## src/rtl/branch_unit_if.sv

```systemverilog
// Decision/backtrack bus between the branch unit and the solver controlling it.
// The master side configures the order table, reports assignments, requests
// and accepts decisions, and issues backtracks; the slave side is the unit.
interface branch_unit_if #(
  parameter int NUM_VARS = 64
);
  localparam int VAR_BITS = $clog2(NUM_VARS);
  localparam int LVL_BITS = $clog2(NUM_VARS + 1);

  logic                cfg_we;
  logic [VAR_BITS-1:0] cfg_addr;
  logic [VAR_BITS-1:0] cfg_var;
  logic                cfg_pol;
  logic [NUM_VARS-1:0] assigned;
  logic                req;
  logic                dec_valid;
  logic                dec_ready;
  logic [VAR_BITS-1:0] dec_var;
  logic                dec_pol;
  logic [LVL_BITS-1:0] dec_level;
  logic                bt_valid;
  logic [LVL_BITS-1:0] bt_level;
  logic                bt_err;
  logic                done;
  logic [LVL_BITS-1:0] cur_level;

  modport master (
    output cfg_we, cfg_addr, cfg_var, cfg_pol, assigned, req, dec_ready,
           bt_valid, bt_level,
    input  dec_valid, dec_var, dec_pol, dec_level, bt_err, done, cur_level
  );

  modport slave (
    input  cfg_we, cfg_addr, cfg_var, cfg_pol, assigned, req, dec_ready,
           bt_valid, bt_level,
    output dec_valid, dec_var, dec_pol, dec_level, bt_err, done, cur_level
  );
endinterface

```

## src/rtl/branch_unit.sv

```systemverilog
// Branch unit: walks a configurable decision-order table, presents the next
// unassigned variable as a decision, tracks the committed decision level and
// remembers where each level's decision was found so a backtrack can resume
// the scan from that point. Polarity always comes from the table.
module branch_unit #(
  parameter int NUM_VARS = 64
) (
  input logic         clock,
  input logic         reset,
  branch_unit_if.slave bus
);
  localparam int VAR_BITS = $clog2(NUM_VARS);
  localparam int LVL_BITS = $clog2(NUM_VARS + 1);
  localparam logic [LVL_BITS-1:0] END_PTR = LVL_BITS'(NUM_VARS);
  localparam logic [LVL_BITS-1:0] ONE     = LVL_BITS'(1);

  typedef enum logic [1:0] {
    IDLE,
    SCAN,
    PRESENT,
    DONE
  } state_t;

  state_t              state;
  logic [VAR_BITS-1:0] tbl_var [NUM_VARS];
  logic [NUM_VARS-1:0] tbl_pol;
  logic [LVL_BITS-1:0] ptr;
  logic [LVL_BITS-1:0] lvl;
  logic [LVL_BITS-1:0] pos [NUM_VARS+1];
  logic [VAR_BITS-1:0] dec_var_q;
  logic                dec_pol_q;
  logic [LVL_BITS-1:0] dec_level_q;
  logic                bt_err_q;

  logic [VAR_BITS-1:0] scan_idx;
  logic [VAR_BITS-1:0] scan_var;
  logic                scan_assigned;
  logic                bt_ok;
  logic [LVL_BITS-1:0] bt_slot;
  logic [LVL_BITS-1:0] lvl_next;

  // Only meaningful while ptr < NUM_VARS; the end case is tested first.
  assign scan_idx      = ptr[VAR_BITS-1:0];
  assign scan_var      = tbl_var[scan_idx];
  assign scan_assigned = bus.assigned[scan_var];
  assign bt_ok         = bus.bt_level < lvl;
  assign bt_slot       = bus.bt_level + ONE;
  assign lvl_next      = lvl + ONE;

  // Single sequential process: reset, then backtrack, then handshakes, then config.
  always_ff @(posedge clock) begin
    if (reset) begin
      state       <= IDLE;
      ptr         <= '0;
      lvl         <= '0;
      dec_var_q   <= '0;
      dec_pol_q   <= 1'b0;
      dec_level_q <= '0;
      bt_err_q    <= 1'b0;
      tbl_pol     <= '0;
      for (int i = 0; i < NUM_VARS; i++) begin
        tbl_var[i] <= VAR_BITS'(i);
      end
      for (int i = 0; i <= NUM_VARS; i++) begin
        pos[i] <= '0;
      end
    end else if (bus.bt_valid) begin
      // Any backtrack request blocks the other events this cycle; a rejected
      // one only raises the error pulse.
      bt_err_q <= !bt_ok;
      if (bt_ok) begin
        lvl   <= bus.bt_level;
        ptr   <= pos[bt_slot];
        state <= IDLE;
      end
    end else begin
      bt_err_q <= 1'b0;
      case (state)
        IDLE: begin
          if (bus.req) begin
            state <= SCAN;
          end else if (bus.cfg_we) begin
            tbl_var[bus.cfg_addr] <= bus.cfg_var;
            tbl_pol[bus.cfg_addr] <= bus.cfg_pol;
          end
        end
        SCAN: begin
          if (ptr == END_PTR) begin
            state <= DONE;
          end else if (scan_assigned) begin
            ptr <= ptr + ONE;
          end else begin
            dec_var_q   <= scan_var;
            dec_pol_q   <= tbl_pol[scan_idx];
            dec_level_q <= lvl_next;
            state       <= PRESENT;
          end
        end
        PRESENT: begin
          if (bus.dec_ready) begin
            lvl           <= lvl_next;
            pos[lvl_next] <= ptr;
            ptr           <= ptr + ONE;
            state         <= IDLE;
          end
        end
        DONE: begin
          state <= DONE;
        end
        default: begin
          state <= IDLE;
        end
      endcase
    end
  end

  assign bus.dec_valid = (state == PRESENT);
  assign bus.done      = (state == DONE);
  assign bus.dec_var   = dec_var_q;
  assign bus.dec_pol   = dec_pol_q;
  assign bus.dec_level = dec_level_q;
  assign bus.bt_err    = bt_err_q;
  assign bus.cur_level = lvl;
endmodule

```

## src/flat_wrapper.sv

```systemverilog
// flat-port wrapper written by rule: the top's interface ports become plain ports
module branch_unit_flat 
#(
  parameter int NUM_VARS = 64
)
  (clock, reset, bus_cfg_we, bus_cfg_addr, bus_cfg_var, bus_cfg_pol, bus_assigned, bus_req, bus_dec_ready, bus_bt_valid, bus_bt_level, bus_dec_valid, bus_dec_var, bus_dec_pol, bus_dec_level, bus_bt_err, bus_done, bus_cur_level);
  branch_unit_if #(.NUM_VARS(NUM_VARS)) bus_i ();
  input logic clock;
  input logic reset;
  input wire logic [$bits(bus_i.cfg_we)-1:0] bus_cfg_we;
  input wire logic [$bits(bus_i.cfg_addr)-1:0] bus_cfg_addr;
  input wire logic [$bits(bus_i.cfg_var)-1:0] bus_cfg_var;
  input wire logic [$bits(bus_i.cfg_pol)-1:0] bus_cfg_pol;
  input wire logic [$bits(bus_i.assigned)-1:0] bus_assigned;
  input wire logic [$bits(bus_i.req)-1:0] bus_req;
  input wire logic [$bits(bus_i.dec_ready)-1:0] bus_dec_ready;
  input wire logic [$bits(bus_i.bt_valid)-1:0] bus_bt_valid;
  input wire logic [$bits(bus_i.bt_level)-1:0] bus_bt_level;
  output wire logic [$bits(bus_i.dec_valid)-1:0] bus_dec_valid;
  output wire logic [$bits(bus_i.dec_var)-1:0] bus_dec_var;
  output wire logic [$bits(bus_i.dec_pol)-1:0] bus_dec_pol;
  output wire logic [$bits(bus_i.dec_level)-1:0] bus_dec_level;
  output wire logic [$bits(bus_i.bt_err)-1:0] bus_bt_err;
  output wire logic [$bits(bus_i.done)-1:0] bus_done;
  output wire logic [$bits(bus_i.cur_level)-1:0] bus_cur_level;
  assign bus_i.cfg_we = bus_cfg_we;
  assign bus_i.cfg_addr = bus_cfg_addr;
  assign bus_i.cfg_var = bus_cfg_var;
  assign bus_i.cfg_pol = bus_cfg_pol;
  assign bus_i.assigned = bus_assigned;
  assign bus_i.req = bus_req;
  assign bus_i.dec_ready = bus_dec_ready;
  assign bus_i.bt_valid = bus_bt_valid;
  assign bus_i.bt_level = bus_bt_level;
  assign bus_dec_valid = bus_i.dec_valid;
  assign bus_dec_var = bus_i.dec_var;
  assign bus_dec_pol = bus_i.dec_pol;
  assign bus_dec_level = bus_i.dec_level;
  assign bus_bt_err = bus_i.bt_err;
  assign bus_done = bus_i.done;
  assign bus_cur_level = bus_i.cur_level;
  branch_unit #(.NUM_VARS(NUM_VARS)) u_core (.clock(clock), .reset(reset), .bus(bus_i));
endmodule
```

## config.mk

```make
export PLATFORM = sky130hd
export DESIGN_NAME = branch_unit_flat
export DESIGN_NICKNAME = d
export VERILOG_FILES = /design/src/rtl/branch_unit_if.sv /design/src/rtl/branch_unit.sv /design/src/flat_wrapper.sv
export SDC_FILE = /design/constraint.sdc
export NUM_CORES = 2
export LEC_CHECK = 0
export CORE_ASPECT_RATIO = 2
export CORE_MARGIN = 4
export CORE_UTILIZATION = 25
export CTS_CLUSTER_SIZE = 30
export DETAILED_ROUTE_END_ITERATION = 10
export GPL_TIMING_DRIVEN = 0
export PLACE_DENSITY_LB_ADDON = 0.2
export SETUP_SLACK_MARGIN = 0.3
export SLEW_MARGIN = 20
export SYNTH_ARGS = -nofsm -noshare
export SYNTH_HDL_FRONTEND = slang
export SYNTH_SLANG_ARGS = --single-unit
```

## constraint.sdc

```tcl
create_clock -name clock -period 4.9 [get_ports clock]
set_input_delay 0.735 -clock clock [delete_from_list [all_inputs] [get_ports clock]]
set_output_delay 0.735 -clock clock [all_outputs]
set_load 0.01 [all_outputs]
```

==> run summary <==
outcome = finished clean
dominant cells by area after synthesis = edfxtp_1, mux4_2, and2_1, dfxtp_1, nor3_1
clk buf depth = 4
cts hold-fix bufs = 0
# rows = 257
P_int = 21.41 mW
cell taking the most area after synthesis = edfxtp_1
minimum clock period = 4.750 ns
Worst-path clk slew = 0.06 ns
Clock Sinks = 1381
Total Power = 30.05 mW
critical path's largest stage delay = 0.80 ns
HP Class = reg2reg
cell with the most instances after synthesis = edfxtp_1
setup TNS after final layout = 0 ns
WHS = 0.4669 ns
post-route ant nets = 0
DRT iter0 DRCs = 3453
Main synth FF type = edfxtp_1
layout cells sized above 1 = 22.83%
Tot GR Track Use = 20.96%
Die Area = 255600 sq um
top cells by count, synth = edfxtp_1, and2_1, mux4_2
compound-cell area share of the yosys netlist = 3.256%
clock share of power = 36.0%
crit start category = register
Die Wd = 359.5 microns
placed cell areas = 68200 sq um
max-slew violation count = 0
Slowest cell on crit path = o21ai_1
average cell area after synthesis = 15.24 sq um
placed cells = 7472
Layout area overhead = 20.93%
crit path cell chain = nor2b_1 > nand2_1 > nor4b_1 > nand2_1 > clkbuf_1 > o21ai_1
synthesized cell area = 61780 sq um
sequential fraction of the synthesis area = 65.49%
Worst-Skew Late Latency = 0.84 ns
CP bufs+invs = 1
Adder-Cell Fraction of Synth Area = 0.2025%
WL final = 275000 microns
RSZ-0062 raised after global routing = yes
PortBufs = 104
fmax = 210.5 MHz
Leak Pwr = 23.08 nW
Post-Synth XOR/XNOR Area = 0.2126%
number of max-cap violations = 0
Post-synth EDFFs = 1280
Rel. slew slack = 15.75%
combinational family with the most area after synthesis = multiplexers
critical path peak fanout = 10
ys async rst share = 0%
critical path class = reg2reg
vias in the first global route = 41234
mux cell area share after synthesis = 16.13%
Hold Vio Cnt, Final = 0
combinational power share = 19.5%
Clock Tree Root = clkbuf_16
largest net degree at the start of global routing = 69
crit-path most repeated cell = nand2_1
CTS tree = built
Clock Skews = 0.06581 ns
Worst Path Required = 5.34 ns
peak supply drop = 0.0002863 V
period utilization = 96.94%
detailed placement HPWL = 207800 microns
DRC Markers = 0
WP data arrival = 5.19 ns
first-pass GRT wire length = 364400 microns
Synth Area in Simple Gates = 11.65%
power per cell area = 402.2 nW/um^2
via density per instance = 5.010
Sw Ratio = 28.76%
cell family with most CP delay = simple AND/OR/NAND/NOR gates
gpl congestion = 0.9663
Routed WL per cell = 35.22 microns
Core Area = 245300 sq um
cts bufs inserted = 145
final instance area = 74720 sq um
Initial Util = 25.18%
Non-Filler Instances = 7806
Vias = 39109
Unique masters post-synth = 62
Post-Syn Instances = 4054
die height = 711.0 microns
Worst-Margin Slew = 1.264 ns
syn nets = 4154
initial antenna violation count = 11
share of power burned in registers = 44.4%
Yosys warnings = 0
kind of end point of the critical path = register
DR pass1 iterations = 5
Synth Register Bits = 1381
area fraction of the dominant cell type after synthesis = 62.21%
# IOs = 114
Layout Nets = 4549
final setup vio count = 0
grt ovf = 0
Psw = 8.642 mW
H-tree depth = 4
## worst reg2reg max path, delay by kind of cell, from the launching register on
family,cells,cell delay [ns]
compound gates,1,0.82
buf+inv,1,0.66
flops,1,0.45
simple gates,4,2.42
## metal layers
| metal | GRT usage, % | vias to the layer above | routed length, microns |
|---|---|---|---|
| li1 | - | 16314 | - |
| met1 | 18.42 | 20387 | 80090 |
| met2 | 40.45 | 1642 | 150600 |
| met3 | 2.793 | 762 | 12140 |
| met4 | 19.29 | 4 | 32110 |
| met5 | 0 | - | 27 |
## power groups by stage
stage	logic (mW)	clock network (mW)	registers [mW]
global route	5.96	11.4	13.4
finish	5.87	10.8	13.4
floorplan	2.22	0	13.5
global placement	4.48	0	13.7
detailed placement	4.73	0	13.6
CTS	5.60	11.0	13.4
## per-stage QoR
stage | utilization (%) | setup slack [ns]
3_3_place_gp | 27.26 | -4.652
5_1_grt | 30.45 | 0.1306
2_1_floorplan | - | 0.5533
3_5_place_dp | 27.80 | -2.215
6_report | 30.45 | 0.1500
4_1_cts | 30.21 | 0.1139
## cell usage in the layout (no fill, tap or decap), types with 99 or more instances in the layout
master           instances
edfxtp_1              1280
and2_1                 426
mux4_2                 384
clkbuf_1               253
nor3_1                 240
nor2_1                 198
clkbuf_16              151
nand2_1                138
or3_1                  113
clkdlybuf4s50_1        104
mux2i_1                100
o21ai_1                 99
## final cells by class
class	instances	area, sq um
timing repair buffer	249	2864
clock inverter	62	496.7
multi-input combinational	2214	20400
clock buffer	187	3901
antenna	18	45.04
fill	24328	170600
tap	3237	4050
inverter	85	325.3
sequential	1381	40490
buffer	373	2143
## logic make-up after synthesis
family          count (synthesis)
buf+inv                       459
xor+xnor                       15
fa+ha+maj                      10
simple gates                 1340
mux                           515
flops                        1381
compound gates                334
## flip-flops by register name, indices dropped and copies added (netlist names), named ones only
name and flops:
u_core.tbl_var 384, u_core.ptr 7, u_core.bus.dec_var 6, u_core.bus.dec_level 7, u_core.pos 896, u_core.tbl_pol 64, u_core.state 2, u_core.bus.bt_err 1
u_core.bus.dec_pol 1, u_core.bus.cur_level 7
## timing repair
item | 4_1_cts | 5_1_grt
pin swaps | 23 | 21
hold endpoints to repair | 0 | 0
gates resized for setup | 212 | 88
cloned | 4 | 1
buffers inserted | 46 | 16
endpoints found under the setup margin | 51 | 242
## path summary, 6_finish.rpt
kind,start,depth (start not counted),end,slack [ns]
hold reg to reg,u_core.bus.dec_var[5]$_SDFFE_PP0P_,2,u_core.bus.dec_var[5]$_SDFFE_PP0P_,0.47
setup / recovery,u_core.state[1]$_SDFFE_PP0P_,6,u_core.pos[32][3]$_SDFFCE_PN0P_,0.15
setup reg to reg,u_core.state[1]$_SDFFE_PP0P_,6,u_core.pos[32][3]$_SDFFCE_PN0P_,0.15
hold / removal,u_core.bus.dec_var[5]$_SDFFE_PP0P_,2,u_core.bus.dec_var[5]$_SDFFE_PP0P_,0.47
(Power assumes the default switching activity.)
